## config.mk

```make
export PLATFORM = sky130hd
export DESIGN_NAME = mem_arbiter
export DESIGN_NICKNAME = d
export VERILOG_FILES = /design/src/rtl/mem_arbiter_pkg.sv /design/src/rtl/mem_arbiter_starve_counter.sv /design/src/rtl/mem_arbiter.sv
export SDC_FILE = /design/constraint.sdc
export NUM_CORES = 1
export LEC_CHECK = 0
export CAP_MARGIN = 30
export CORE_ASPECT_RATIO = 1.4
export CORE_MARGIN = 4
export CORE_UTILIZATION = 32
export CTS_CLUSTER_SIZE = 30
export DETAILED_ROUTE_END_ITERATION = 10
export PLACE_DENSITY_LB_ADDON = 0.25
export SLEW_MARGIN = 20
export SYNTH_ARGS = -nofsm -noshare
export SYNTH_HDL_FRONTEND = slang
export SYNTH_HIERARCHICAL = 1
export SYNTH_SLANG_ARGS = --single-unit
```

## constraint.sdc

```tcl
create_clock -name clk -period 2.2 [get_ports clk]
set_input_delay 0.44 -clock clk [delete_from_list [all_inputs] [get_ports clk]]
set_output_delay 0.44 -clock clk [all_outputs]
set_load 0.05 [all_outputs]
```

## src/rtl/mem_arbiter_pkg.sv

```systemverilog
// Shared definitions for the instruction/data memory arbiter.
// The state encodings and the starvation limit default are used across the CPU pipeline.
package mem_arbiter_pkg;

   typedef enum logic [1:0] {
      IDLE   = 2'd0,
      BUSY_I = 2'd1,
      BUSY_D = 2'd2
   } arb_state_t;

   localparam int STARVE_LIMIT_DEFAULT = 4;
   localparam int STARVE_CNT_W         = 4;

endpackage

```

## src/rtl/mem_arbiter_starve_counter.sv

```systemverilog
// Saturating count of data grants made while a fetch was waiting.
// at_limit tells the arbiter that fetch must win the next contested grant.
module arb_starve_counter
   import mem_arbiter_pkg::*;
#(
   parameter int LIMIT = STARVE_LIMIT_DEFAULT
) (
   input  logic clk,
   input  logic reset,
   input  logic inc,
   input  logic clr,
   output logic at_limit
);

   localparam logic [STARVE_CNT_W-1:0] LIMIT_V = STARVE_CNT_W'(LIMIT);

   logic [STARVE_CNT_W-1:0] cnt;

   // Clear takes priority over increment; saturate instead of wrapping.
   always_ff @(posedge clk) begin
      if (reset) begin
         cnt <= '0;
      end else if (clr) begin
         cnt <= '0;
      end else if (inc && (cnt != LIMIT_V)) begin
         cnt <= cnt + 1'b1;
      end
   end

   always_comb begin
      at_limit = (cnt == LIMIT_V);
   end

endmodule

```

## src/rtl/mem_arbiter.sv

```systemverilog
// Arbitrates instruction fetch and load/store traffic onto one unified memory port.
// Data normally wins; fetch is guaranteed a grant after STARVE_LIMIT contested data grants.
module mem_arbiter
   import mem_arbiter_pkg::*;
#(
   parameter int ADDR_W       = 32,
   parameter int STARVE_LIMIT = STARVE_LIMIT_DEFAULT
) (
   input  logic              clk,
   input  logic              reset,
   input  logic              if_req,
   input  logic [ADDR_W-1:0] if_addr,
   output logic [ADDR_W-1:0] if_rdata,
   output logic              if_ready,
   input  logic              d_req,
   input  logic              d_we,
   input  logic [ADDR_W-1:0] d_addr,
   input  logic [ADDR_W-1:0] d_wdata,
   input  logic [3:0]        d_wmask,
   output logic [ADDR_W-1:0] d_rdata,
   output logic              d_ready,
   output logic              mem_req,
   output logic              mem_we,
   output logic [ADDR_W-1:0] mem_addr,
   output logic [ADDR_W-1:0] mem_wdata,
   output logic [3:0]        mem_wmask,
   input  logic [ADDR_W-1:0] mem_rdata,
   input  logic              mem_ack
);

   arb_state_t state, state_nxt;
   logic       grant_i;
   logic       grant_d;
   logic       starve_at_limit;

   arb_starve_counter #(
      .LIMIT (STARVE_LIMIT)
   ) u_starve (
      .clk      (clk),
      .reset    (reset),
      .inc      (grant_d & if_req),
      .clr      (grant_i),
      .at_limit (starve_at_limit)
   );

   always_ff @(posedge clk) begin
      if (reset) begin
         state <= IDLE;
      end else begin
         state <= state_nxt;
      end
   end

   // Only IDLE arbitrates; a busy state waits for the memory acknowledge.
   always_comb begin
      state_nxt = state;
      grant_i   = 1'b0;
      grant_d   = 1'b0;
      case (state)
         IDLE: begin
            if (d_req && !(if_req && starve_at_limit)) begin
               grant_d   = 1'b1;
               state_nxt = BUSY_D;
            end else if (if_req) begin
               grant_i   = 1'b1;
               state_nxt = BUSY_I;
            end
         end
         BUSY_I, BUSY_D: begin
            if (mem_ack) begin
               state_nxt = IDLE;
            end
         end
         default: state_nxt = IDLE;
      endcase
   end

   // Requester fields are captured only at grant, so they stay frozen until the acknowledge.
   always_ff @(posedge clk) begin
      if (reset) begin
         mem_req   <= 1'b0;
         mem_we    <= 1'b0;
         mem_addr  <= '0;
         mem_wdata <= '0;
         mem_wmask <= '0;
      end else if (grant_d) begin
         mem_req   <= 1'b1;
         mem_we    <= d_we;
         mem_addr  <= d_addr;
         mem_wdata <= d_wdata;
         mem_wmask <= d_wmask;
      end else if (grant_i) begin
         mem_req   <= 1'b1;
         mem_we    <= 1'b0;
         mem_addr  <= if_addr;
         mem_wdata <= '0;
         mem_wmask <= '0;
      end else if ((state != IDLE) && mem_ack) begin
         mem_req   <= 1'b0;
      end
   end

   // Reset abandons a transaction in flight, so it also suppresses the completion strobe.
   always_comb begin
      if_ready = (state == BUSY_I) && mem_ack && !reset;
      d_ready  = (state == BUSY_D) && mem_ack && !reset;
      if_rdata = if_ready ? mem_rdata : '0;
      d_rdata  = d_ready  ? mem_rdata : '0;
   end

endmodule

```

# Word level (Yosys, flattened, before mapping)
# Index checks and enable logic that the tools add are counted.
dict set report word_totals {
  wordCells 54
  regBits 76
}
dict set report op_classes {
  bitwise_logic 1
  mux 22
  n_reduce_logical 17
  n_eq_ne 6
  n_addsub 1
}
# cell n
set ops {}
lappend ops {{$mux 32} 6}
lappend ops {{$mux 1} 10}
lappend ops {{$logic_and 1x1->1} 8}
lappend ops {{$mux 4} 2}
lappend ops {{$mux 2} 3}
lappend ops {{$add 4x1->4 const B} 1}
lappend ops {{$eq 4x3->1 const B} 1}
lappend ops {{$ne 4x3->1 const B} 1}
lappend ops {{$pmux 2 s2} 1}
lappend ops {{$reduce_bool 2->1} 2}
lappend ops {{$reduce_or 2->1} 2}
lappend ops {{$ne 3x3->1 const B} 1}
lappend ops {{$reduce_bool 3->1} 1}
lappend ops {{$eq 2x1->1 const B} 1}
lappend ops {{$eq 2x2->1 const B} 1}
lappend ops {{$logic_not 1->1} 2}
lappend ops {{$logic_not 2->1} 1}
lappend ops {{$ne 2x2->1 const B} 1}
lappend ops {{$reduce_and 2->1} 1}
lappend ops {{$and 1x1->1} 1}

# Logic depth before layout (Yosys ltp)
dict set report depth {
  ltp_word 8
  mapped_depth 12
}

# Modules after synthesis
# Netlist, hierarchy kept.
# module area_per_inst_um2 seq_area_each_um2 n_inst cells_per_inst
set modules_own_cells {}
lappend modules_own_cells {mem_arbiter 3676.0 1441.4 1 408}
lappend modules_own_cells {arb_starve_counter 229.0 80.1 1 25}

# Worst setup path after synthesis
# No wires, ideal clock.
dict set report synth_timing {
  path_type {input -> output}
  from {input port reset}
  to {output port d_rdata[22]}
  arrival_ps 2035
  slack_ps -275
  t_required_ps 1760
  stages 4
  path_cell_list {clkbuf_1 nor3b_2 clkbuf_1 and2_1}
}
dict set report synth_via {
  elab_chain_cells 3
}
# element line_no
set synth_rtl {}
lappend synth_rtl {{start, declared} mem_arbiter.sv:10} ;# input logic reset,
lappend synth_rtl {{$logic_not 1->1} mem_arbiter.sv:106} ;# d_ready = (state == BUSY_D) && mem_ack && !reset;
lappend synth_rtl {{$logic_and 1x1->1} mem_arbiter.sv:106}
lappend synth_rtl {{named net d_ready} mem_arbiter.sv:21} ;# output logic d_ready,
lappend synth_rtl {{$mux 32} mem_arbiter.sv:108} ;# d_rdata = d_ready ? mem_rdata : '0;
lappend synth_rtl {{end, declared} mem_arbiter.sv:20} ;# output logic [ADDR_W-1:0] d_rdata,
# The timed path passes the listed nets, and every way through them passes these cells.

# Worst setup path in the final report
dict set report layout_timing {
  from {register state[0]}
  to {output port d_rdata[8]}
}
dict set report layout_via {
  elab_chain_cells 4
}
# element line_no
set layout_rtl {}
lappend layout_rtl {{start, declared} mem_arbiter.sv:31} ;# arb_state_t state, state_nxt;
lappend layout_rtl {{start signal, assigned} mem_arbiter.sv:50} ;# state <= state_nxt;
lappend layout_rtl {{$eq 2x2->1} mem_arbiter.sv:106}
lappend layout_rtl {{$logic_and 1x1->1 (2 in a row)} mem_arbiter.sv:106}
lappend layout_rtl {{$mux 32} mem_arbiter.sv:108}
# No other way between the ends.

==> results.cfg <==
[setup_path]
end_kind = output pin
crit_path_top_delay_cell = dfxtp_2
ff2ff_setup_slack_ps = 150
critPathMaxStageDelay_ps = 330
r2r_cells = 9
crit_top_cell = buf_12
cp_num_buf_inv = 4
cp.arrival_ps = 1680
critPathKind = reg -> out
critPathLaunchType = flop
cp.required_ps = 1760
critPathTopFamily = buffers and inverters
cp.depth = 7
crit_fanout = 17
path_cells = inv_2 -> ha_2 -> nor3b_4 -> buf_4 -> buf_12 -> and2_4 -> buf_12

[timing]
setup_tns_ps = 0
tightest_slew_ps = 568
setup_violations = 0
fmax_mhz = 471
drv_slew = 0
rsz0062_at_grt = yes
finClkSkew_ps = 7.83
final_hold_viol_count = 0
finalCritPeriodShare_pct = 96.5
relSlewSlack_pct = 62.0
final.min_clock_period_ps = 2120

[floorplanning]
core_area_sq_um = 11900
dieWidth_um = 101
die_area_sq_um = 14100
die_h_um = 139
start_util_pct = 32.9
rows = 47
io_pins = 274

[synth]
async_flop_share_pct = 0
yosysSeqAreaShare_pct = 39.0
synth_edf_count = 0
synthesis.area_sq_um = 3900
netlist_instances = 433
syn_nets = 576
synth_top_cells_by_area = dfxtp_1, a2111oi_2, and2_1
avgSynthCellArea_sq_um = 9.02
ys_ff_latch = 76
synth_top_flop_cell = dfxtp_1
synth_top_area_share_pct = 39.0
yosysWarnings = 6
synth_area_leader_cell = dfxtp_1
synthDistinctLibCells = 37

[detailed_routing]
routed_wl_um = 16000
drt_iter0_markers = 212
detail-route-antenna-nets = 0
wl_per_cell_um = 18.9
via_count = 4324
drc_errors = 0
drtPass1Iterations = 4
drt-vias-per-instance = 5.10

[cells_and_area]
fillers = 914
diodes = 0
final_nets = 840
syn_to_final_growth_pct = 103
drive_above_1_share_pct = 26.4

[global_routing]
grt_use_met2_pct = 38.5
grt_max_degree = 41
first_global_vias = 4444
grt_overflow = 0
use_met3_pct = 7.40
antenna_found_initial = 0
grt_use_total_pct = 21.7
grt_pass1_wl_um = 24400
use_met1_pct = 24.3
busiest_layer = met2

[clock_tree]
cts_sinks = 76
clockBufferDepth = 2
root_buffer = clkbuf_16
clk_pin_slew_ps = 60
cts_tree = built
numCtsBuffers = 9
ctsHtreeMaxLevel = 3
insertion_delay_ps = 330
hold_buffers = 0

[hold_path]
hold_path.class = in -> reg
hold_depth = 2

[pwr]
clkPwrFrac_pct = 29.2
power_mw = 4.96
vdd_drop_max_mv = 0.437
switching_share_pct = 35.5
p_per_area_nw_per_um2 = 626
p_comb_share_pct = 38.6
pwr-share-seq_pct = 32.2
internal-power_mw = 3.20
power_leakage_nw = 3.06
power.switching_mw = 1.76

[run_status]
status = finished, final reports clean

[place]
gp_congestion = 0.871
portBuffers = 273
detailed_place_hpwl_um = 12100

[run]
drv_cap = 0
-- what timing repair did --
item | 4_1_cts | 5_1_grt
setup endpoints to repair | 64 | 41
pin swaps | 1 | 1
resized for setup | 25 | 8
setup buffers | 2 | 0
cloned | 1 | 1
-- synthesized netlist by cell type (2+ instances only) --
master and number:
a32oi_1 37, ha_1 5, nor2b_1 2, dfxtp_1 76
a2111oi_2 27, buf_1 4, a2111oi_1 3, nor2_1 72
nor3b_2 2, a21oi_1 3, nor4b_1 32, buf_4 5
a2111oi_0 2, inv_1 38, a21boi_1 2, and2_1 64
nand3_1 3, nand2_1 2, buf_2 13, o21ai_0 5
clkbuf_1 20
-- layer usage --
| metal | part of all wire [%] | vias up |
|---|---|---|
| met4 | 2.2 | 0 |
| met3 | 8.8 | 25 |
| met1 | 36 | 2039 |
| met2 | 53 | 193 |
| li1 | - | 2067 |
| met5 | 0 | - |
-- power by group through the flow --
stage                     combinational (mW)  sequential, mW  clock, mW
after floorplan                        0.636            2.08          0
after global placement                  1.86            1.62          0
after detailed placement                1.89            1.62          0
after CTS                               1.91            1.60       1.49
after global routing                    2.01            1.61       1.55
final                                   1.91            1.60       1.45
-- cells in the final DEF, fill, tap and decap left out, drive strengths merged, types with 2 or more instances in the layout --
| master | instances |
|---|---|
| a21boi | 3 |
| nand2 | 2 |
| o21ai | 6 |
| clkdlybuf4s50 | 205 |
| nor2 | 73 |
| nand3 | 3 |
| clkinv | 2 |
| clkbuf | 11 |
| dfxtp | 76 |
| nor4b | 33 |
| nor3b | 3 |
| inv | 39 |
| a21oi | 3 |
| ha | 5 |
| a2111oi | 32 |
| a32oi | 37 |
| and2 | 66 |
| buf | 89 |
| nor2b | 2 |
-- state kept, by name, summed over array words and instances, names as in the netlist --
signal / flops
u_starve/cnt: 4
mem_addr: 32
state: 2
mem_wdata: 32
mem_wmask: 4
mem_we: 1
mem_req: 1
-- area by class of cell --
type	instances	area (sq um)	share of cell area (%)
well taps	147	184	2.32
inverters	39	146	1.85
flip-flops and latches	76	1520	19.2
multi-input cells	276	2150	27.1
repair buffers	295	3630	45.9
clock buffers	11	233	2.94
clock inverters	4	51.3	0.648
-- per-stage QoR --
stage | setup WS, ps | hold slack [ps] | instance area, sq um | instances | util (%)
3_5_place_dp | -66.8 | 475 | 7500 | 829 | 63.2
5_1_grt | -7.08 | 414 | 7920 | 848 | 66.7
2_1_floorplan | -4.48 | 471 | 3930 | 433 | -
6_report | 77.9 | 421 | 7920 | 848 | 66.7
3_3_place_gp | -47.9 | 463 | 7500 | 829 | 63.2
4_1_cts | 17.9 | 391 | 7890 | 847 | 66.4
-- path summary, 6_finish.rpt --
| path | start | end |
|---|---|---|
| hold reg to reg | mem_req | mem_req |
| setup reg to reg | u_starve/cnt[0] | u_starve/cnt[3] |
| setup / recovery | state[0] | d_rdata[8] |
| hold / removal | reset | mem_addr[13] |
-- cells by family after synthesis --
group	count (synthesis)	synth area share, %
and+or+nand+nor	186	28.1
AOI/OAI and AO/OA	84	22.4
buffers and inverters	82	8.97
DFF	76	39.0
adders and majority gates	5	1.60
Power figures use the tool's default switching activity.
